**src/rtl/fifo_wr_arbiter.sv**
```systemverilog
// fifo_wr_arbiter
//
// Round-robin arbiter that shares the single write port of the FIFO buffer
// between NUM_REQ producers.  Grants are combinational (zero latency).  The
// word is written at the rising edge that ends the grant cycle.  A winning
// source may hold `lock` to keep the port for a packet of up to LOCK_MAX
// words.  While the FIFO reports full, no grant is issued and all
// arbitration state holds.
//
// Ports
//   clk        system clock, rising edge
//   reset      asynchronous, active-low reset
//   req        per-source write request (data held stable while asserted)
//   lock       per-source burst-lock request, sampled with req
//   req_data   packed source data, source i at [i*DATA_WIDTH +: DATA_WIDTH]
//   full       FIFO full flag
//   gnt        one-hot grant (combinational)
//   wr         FIFO write strobe (OR of gnt)
//   w_data     data of the granted source, 0 when wr=0
//   locked     arbiter currently holds a burst lock
//   owner      index of the lock owner, 0 when not locked
//   stall_cnt  saturating count of cycles with pending requests while full

module fifo_wr_arbiter #(
    parameter int NUM_REQ    = 4,
    parameter int DATA_WIDTH = 16,
    parameter int LOCK_MAX   = 16,
    parameter int CNT_WIDTH  = 8,
    localparam int IDX_W     = $clog2(NUM_REQ)
) (
    input  logic                          clk,
    input  logic                          reset,
    input  logic [NUM_REQ-1:0]            req,
    input  logic [NUM_REQ-1:0]            lock,
    input  logic [NUM_REQ*DATA_WIDTH-1:0] req_data,
    input  logic                          full,
    output logic [NUM_REQ-1:0]            gnt,
    output logic                          wr,
    output logic [DATA_WIDTH-1:0]         w_data,
    output logic                          locked,
    output logic [IDX_W-1:0]              owner,
    output logic [CNT_WIDTH-1:0]          stall_cnt
);

    typedef enum logic {
        ARB    = 1'b0,
        LOCKED = 1'b1
    } state_t;

    state_t         state, state_n;
    logic [IDX_W-1:0] ptr, ptr_n;
    logic [IDX_W-1:0] owner_n;
    logic [7:0]     lock_cnt, lock_cnt_n;
    logic [7:0]     lock_cnt_inc;

    logic             found;
    logic [IDX_W-1:0] winner;
    logic [IDX_W-1:0] idx;
    logic             grant;
    logic [IDX_W-1:0] sel;

    // Next index in the ring, wrapping at NUM_REQ (which need not be a
    // power of two).
    function automatic logic [IDX_W-1:0] wrap_inc(input logic [IDX_W-1:0] i);
        if (int'(i) == NUM_REQ - 1)
            return '0;
        else
            return i + IDX_W'(1);
    endfunction

    function automatic logic [CNT_WIDTH-1:0] sat_inc(input logic [CNT_WIDTH-1:0] c);
        if (&c)
            return c;
        else
            return c + CNT_WIDTH'(1);
    endfunction

    // Round-robin search starting at ptr.
    always_comb begin
        found  = 1'b0;
        winner = '0;
        idx    = ptr;
        for (int k = 0; k < NUM_REQ; k++) begin
            if (!found && req[idx]) begin
                found  = 1'b1;
                winner = idx;
            end
            idx = wrap_inc(idx);
        end
    end

    // Next-state and grant logic.  full (and reset, so no stray grant is
    // seen while the block is held in reset) freezes everything.
    always_comb begin
        state_n      = state;
        ptr_n        = ptr;
        owner_n      = owner;
        lock_cnt_n   = lock_cnt;
        grant        = 1'b0;
        sel          = '0;
        lock_cnt_inc = lock_cnt;

        if (!full && reset) begin
            case (state)
                ARB: begin
                    if (found) begin
                        grant = 1'b1;
                        sel   = winner;
                        ptr_n = wrap_inc(winner);
                        // With LOCK_MAX=1 the first grant already exhausts
                        // the lock, so the arbiter never leaves ARB.
                        if (lock[winner] && LOCK_MAX > 1) begin
                            state_n    = LOCKED;
                            owner_n    = winner;
                            lock_cnt_n = 8'd1;
                        end
                    end
                end
                LOCKED: begin
                    sel          = owner;
                    grant        = req[owner];
                    lock_cnt_inc = lock_cnt + {7'd0, grant};
                    // A req gap with lock held keeps the lock and grants
                    // nobody.
                    if (!lock[owner] || (grant && int'(lock_cnt_inc) >= LOCK_MAX)) begin
                        state_n    = ARB;
                        ptr_n      = wrap_inc(owner);
                        owner_n    = '0;
                        lock_cnt_n = 8'd0;
                    end else begin
                        lock_cnt_n = lock_cnt_inc;
                    end
                end
                default: begin
                    state_n = ARB;
                end
            endcase
        end
    end

    always_comb begin
        gnt    = '0;
        w_data = '0;
        for (int i = 0; i < NUM_REQ; i++) begin
            if (grant && int'(sel) == i) begin
                gnt[i] = 1'b1;
                w_data = req_data[i*DATA_WIDTH +: DATA_WIDTH];
            end
        end
    end

    assign wr     = |gnt;
    assign locked = (state == LOCKED);

    always_ff @(posedge clk or negedge reset) begin
        if (!reset) begin
            state     <= ARB;
            ptr       <= '0;
            owner     <= '0;
            lock_cnt  <= 8'd0;
            stall_cnt <= '0;
        end else begin
            state    <= state_n;
            ptr      <= ptr_n;
            owner    <= owner_n;
            lock_cnt <= lock_cnt_n;
            if (|req && full)
                stall_cnt <= sat_inc(stall_cnt);
        end
    end

endmodule

```
**config.mk**
```make
export PLATFORM = sky130hd
export DESIGN_NAME = fifo_wr_arbiter
export DESIGN_NICKNAME = d
export VERILOG_FILES = /design/src/rtl/fifo_wr_arbiter.sv
export SDC_FILE = /design/constraint.sdc
export NUM_CORES = 1
export LEC_CHECK = 0
export ABC_AREA = 1
export BUFFER_PORTS_ARGS = -buffer_cell sky130_fd_sc_hd__buf_2
export CAP_MARGIN = 10
export CORE_MARGIN = 5
export CORE_UTILIZATION = 43
export DETAILED_ROUTE_END_ITERATION = 10
export PLACE_DENSITY = 0.78
export SLEW_MARGIN = 25
export SYNTH_ARGS = -nofsm -noshare
export SYNTH_HDL_FRONTEND = slang
export SYNTH_SLANG_ARGS = --single-unit
export TNS_END_PERCENT = 1
```
**constraint.sdc**
```tcl
create_clock -name clk -period 2.47 [get_ports clk]
set_input_delay 0.1235 -clock clk [delete_from_list [all_inputs] [get_ports clk]]
set_output_delay 0.1235 -clock clk [all_outputs]
set_load 0.05 [all_outputs]
```
**Word-level counts from Yosys, hierarchy flattened**

Cells that the tools add are included.
Widths: inputs -> output; s select.

- Register bits after elaboration: 21
- Bits in latches: 0
- Memory bits (writable): 0
- ROM bits: 0
- Logic and storage cells: 112
- Memories kept: 0

- Add/subtract/negate cells: 7
- Multipliers: 0
- Divide/modulo/power cells: 0
- Order comparisons: 7
- Equality and inequality tests: 11
- Shift-type cells: 0
- Mux-type cells: 56
- Bitwise gates (word level): 2
- Reduce and logical (&&, ||, !) cells: 24

Operators by type and width:

| operator | count |
|---|---|
| $mux 16 | 4 |
| $mux 2 | 16 |
| $mux 8 | 3 |
| $mux 1 | 20 |
| $lt 2x3->1 const B | 6 |
| $pmux 8 s2 | 1 |
| $bmux 1 s2 | 7 |
| $eq 2x1->1 const B | 6 |
| $pmux 2 s2 | 3 |
| $add 2x1->2 const B | 5 |
| $logic_and 1x1->1 | 10 |
| $add 8x1->8 | 1 |
| $add 8x1->8 const B | 1 |
| $ge 8x5->1 const B | 1 |
| $reduce_and 8->1 | 1 |
| $reduce_or 4->1 | 2 |
| $reduce_and 3->1 | 2 |
| $logic_not 1->1 | 5 |
| $eq 2x2->1 const B | 2 |
| $ne 2x2->1 const B | 2 |
| $pmux 1 s2 | 2 |
| $reduce_and 4->1 | 1 |
| $logic_not 2->1 | 1 |
| $ne 2x1->1 const B | 1 |
| 3 further kinds | 4 |

**Depth between registers and ports, before layout**

- Depth after elaboration: 21
- Depth in mapped cells: 18
- Mapped depth without buffers: 18

**Least setup slack after synthesis**

Ideal clock, no wire load.

- Path type: flip-flop to output port
- Start point: register ptr[0]
- End point: output port gnt[1]
- Arrival time: 2846 ps
- Required time: 2346 ps
- Path slack: -499 ps
- Stages on the path, launching flop included: 12
- Path buffers: 1
- Cells stage by stage: dfrtp_1 ha_1 inv_1 o21ai_2 nand3_1 nand2_2 nor2_4 nand3_2 nand3_2 nand3_4 buf_2 nor3_1

- Cells in the longest elaborated chain, start to end: 18
- Elaborated cells between the ends (all ways): 40

RTL lines:

| what | RTL line | source |
|---|---|---|
| start: declaration | 51 | `logic [IDX_W-1:0] ptr, ptr_n;` |
| start signal: assignment | 164 | `ptr <= ptr_n;` |
| branches (longest 16 deep; another with $add 2x1->2) | - |  |
| $logic_and 1x1->1 * | 145 | `if (grant && int'(sel) == i) begin` |
| $mux 1 * | 145 |  |
| end: declaration | 37 | `output logic [NUM_REQ-1:0] gnt,` |

Mark *: on every way between the ends. The select of a mux whose other input is x is not followed.

**Final worst setup path**

- Start point: register ptr[0]
- End point: output port w_data[5]

- Cells in the longest elaborated chain, start to end: 21
- Elaborated cells between the ends (all ways): 49

RTL lines:

| what | RTL line | source |
|---|---|---|
| branches (longest 20 deep; another with $add 2x1->2) | - |  |
| $mux 16 * | 145 |  |
| end: declaration | 39 | `output logic [DATA_WIDTH-1:0] w_data,` |

Marked as above.

==> impl_results.md <==
- Status: finished, violations left
- Violated checks: setup timing
- Final Wtd Congestion: 0.8617
- Post-synthesis average cell area: between 6 and 7 um2
- Fin cells: 519
- Number of global-route vias before repair: roughly 2.7k
- Post-synth EDFFs: 0
- Final Cycle Share: 1.097
- Filler Cells Inserted: roughly 430
- Syn Nets: 408
- First-pass GRT wire length: 11.92 mm
- Detailed placement HPWL: 5.540 mm
- H-tree depth: 1
- I/O pins: around 110
- Crit-path cells: ha_4, buf_6, nand3_1, nand2_2, nand3_2, nor2_4, nand3_2, nand3_2, nand3_4, nor2_4, buf_12, nand3_1, nand4_1, buf_6
- Post-layout min period: around 2.7 ns
- Core Region: roughly 5000 um2
- Multi-input combinational cell area: roughly 1600 um2
- Setup CP Type: flop to primary output
- Fmax: ~370 MHz
- Antenna diodes: 0
- Slew Limit Headroom: 0.7800
- Most frequent CP cell: nand3_2
- Synthesized flop and latch total: 21
- Synth warn: 0
- Post-route ant nets: 0
- Initial antenna violation count: 0
- Initial DRC count: approximately 200
- CP Capture Type: primary output
- Sequential fraction of the synthesis area: 0.2333
- Largest net degree at the start of global routing: 36
- CTS Buffer Depth: 2
- Pins Over Slew Limit: 0
- Crit path max-delay family: simple AND/OR/NAND/NOR gates
- Synthesized instance count: roughly 330
- Yosys cell types: 36
- Maxcap violations: 0
- Die H: just over 80 um
- Congestion Overflow GR: 0
- Pwr dens: roughly 1300 nW/um2
- CP max stage cell: dfrtp_1
- Pre-Repair DR Iteration Count: 5
- TritonCTS clock tree: yes
- Clk_skew: approximately 0.0034 ns
- DRC: 0
- WP buf/inv: 3
- Routed via count: around 2.9k
- Clk_lat worst skew: 0.26 ns
- Final setup violation count: 23
- Vias per cell: about 5.5
- Cell Count Post-Placement: around 510
- Final #Nets: 530
- Crit path DAT: between 2 and 3 ns
- CP Max Fanout: 26
- P_leak: between 1.5 and 2 nW
- Initial Utilization: 0.4410
- Worst EP required: ~2.4 ns
- Tightest Pin Transition: ~0.33 ns
- Clock transition at path regs: around 0.08 ns
- RSZ-0062 raised after global routing: yes
- Port Buffers: between 100 and 150
- Final Util: 0.6529
- Worst VDD drop: approximately 0.91 mV
- Wire length per cell: between 10 and 15 um
- Fin Hold WS: a little over 0.3 ns
- Die span in x: around 80 um
- HP Class: primary input to flop
- Area grow syn2layout: 48.06%
- Core Rows: 26
- Top FF cell, synth: dfrtp_1
- Endpoints failing hold: 0
- Startpoint types: flop
- Share of cells above drive strength 1: 0.4187
- Async SR Flop Fraction: 1.000
- Die area: roughly 6800 um2
- Worst path max stage delay: between 0.4 and 0.5 ns
- Root buffer cell: clkbuf_8
- Cts bufs inserted: 3
- Post-Syn Area: around 2300 um2
- GRT Overall Usage: 0.2167
- Clock sink count: 21
- Detailed Route WL: approximately 7.6 mm
- FF/Latch Area: approximately 530 um2
- Setup ws final: -0.2400 ns
==> metal layers <==
metal,global-route usage,wire length [um],share of wire
met1,0.2572,2991,0.39
met2,0.3950,3806,0.50
met3,0.03688,659,0.087
met4,0.06478,153,0.020
met5,0,0,0
==> power breakdown <==
part / switching, mW / internal (mW) / leakage, nW
combinational: 2.19 / 1.18 / 1.36
sequential: 0.128 / 0.456 / 0.266
clock: 0.114 / 0.112 / 0.0255
total: 2.43 / 1.75 / 1.65
==> layout make-up <==
cell class / instances / area share
timing repair buffer: 135 / 0.2968
clock buffer: 3 / 0.01238
tap: 70 / 0.02627
sequential: 21 / 0.1583
inverter: 28 / 0.03152
multi-input combinational: 261 / 0.4732
clock inverter: 1 / 0.001501
==> tightest hold or removal path, delay by kind of cell <==
family                    cells  cell delay, ns
xor gates and xnor gates      1            0.06
and+or+nand+nor               1            0.08
buffers and inverters         2            0.19
AOI/OAI and AO/OA             1            0.08
==> state kept, by name, indices dropped and copies added (netlist names) <==
| signal | count |
|---|---|
| ptr | 2 |
| stall_cnt | 8 |
| lock_cnt | 8 |
| owner | 2 |
| locked | 1 |
==> stage by stage <==
step	setup TNS, ns	instance area [um2]	setup slack [ns]	total power, mW
after floorplan	-1.246	2276	-0.09456	2.802
after global placement	0	2992	0.02498	3.431
after detailed placement	-0.08320	2992	-0.03085	3.496
after CTS	-2.517	3327	-0.1615	4.134
after global routing	-9.724	3334	-0.3839	4.478
final	-3.782	3334	-0.2400	4.178
==> cells in the final DEF, fill, tap and decap left out, types with 3 or more instances in the layout <==
master and instances:
inv_2 3, nor2_4 3, nor2_2 4, nor2_1 10, nand3_2 9, dfrtp_1 19
clkbuf_8 3, o21ai_2 11, nand2_2 7, xor2_1 7, xnor2_1 4, buf_12 5
inv_1 25, o21ai_0 10, nand3_1 53, ha_1 4, nand4_1 50, buf_2 86
buf_6 23, buf_4 18, nand2_1 67, a21oi_1 3
==> kinds of logic after synthesis <==
kind of cell | Yosys count | synth area share
and+or+nand+nor | 215 | 0.5000
buffers and inverters | 46 | 0.1011
AOI/OAI and AO/OA | 29 | 0.09000
DFF | 21 | 0.2333
xor gates and xnor gates | 11 | 0.04278
adders and majority gates | 5 | 0.02778
muxes | 1 | 0.005000
==> synthesized netlist by cell type, types with 3 or more instances <==
cell type / number / share of area
a21oi_1: 3 / 0.0067
buf_6: 3 / 0.015
nand3_1: 58 / 0.13
nor3_1: 4 / 0.0089
nor2_4: 3 / 0.015
nand2_1: 70 / 0.12
nand2_2: 5 / 0.014
o21ai_0: 11 / 0.024
inv_1: 27 / 0.045
buf_2: 10 / 0.022
xnor2_1: 4 / 0.016
nand3_2: 5 / 0.022
dfrtp_1: 21 / 0.23
nor2_1: 13 / 0.022
xor2_1: 7 / 0.027
o21ai_2: 10 / 0.039
ha_1: 5 / 0.028
nand4_1: 50 / 0.14
==> repair_timing <==
action,in CTS,in global routing
hold buffers,1,0
pin swaps,7,1
buffers inserted,4,0
setup endpoints to repair,20,34
endpoints found under the hold margin,21,0
gates resized for setup,57,4
gates cloned,2,1
==> path summary, 6_finish.rpt <==
path	start	to	slack (ns)	cells after the start
worst max-delay path	ptr[0]$_DFFE_PN0P_	w_data[5]	-0.24	14
worst min-delay path	full	stall_cnt[6]$_DFFE_PN0P_	0.31	5
worst max register to register	owner[0]$_DFFE_PN0P_	ptr[1]$_DFFE_PN0P_	-0.03	17
worst min register to register	stall_cnt[7]$_DFFE_PN0P_	stall_cnt[7]$_DFFE_PN0P_	0.51	1
max in group asynchronous	reset	owner[0]$_DFFE_PN0P_	1.85	3
min in group asynchronous	reset	lock_cnt[5]$_DFFE_PN0P_	0.39	3
Note: power is estimated with default switching activity, not from simulation.
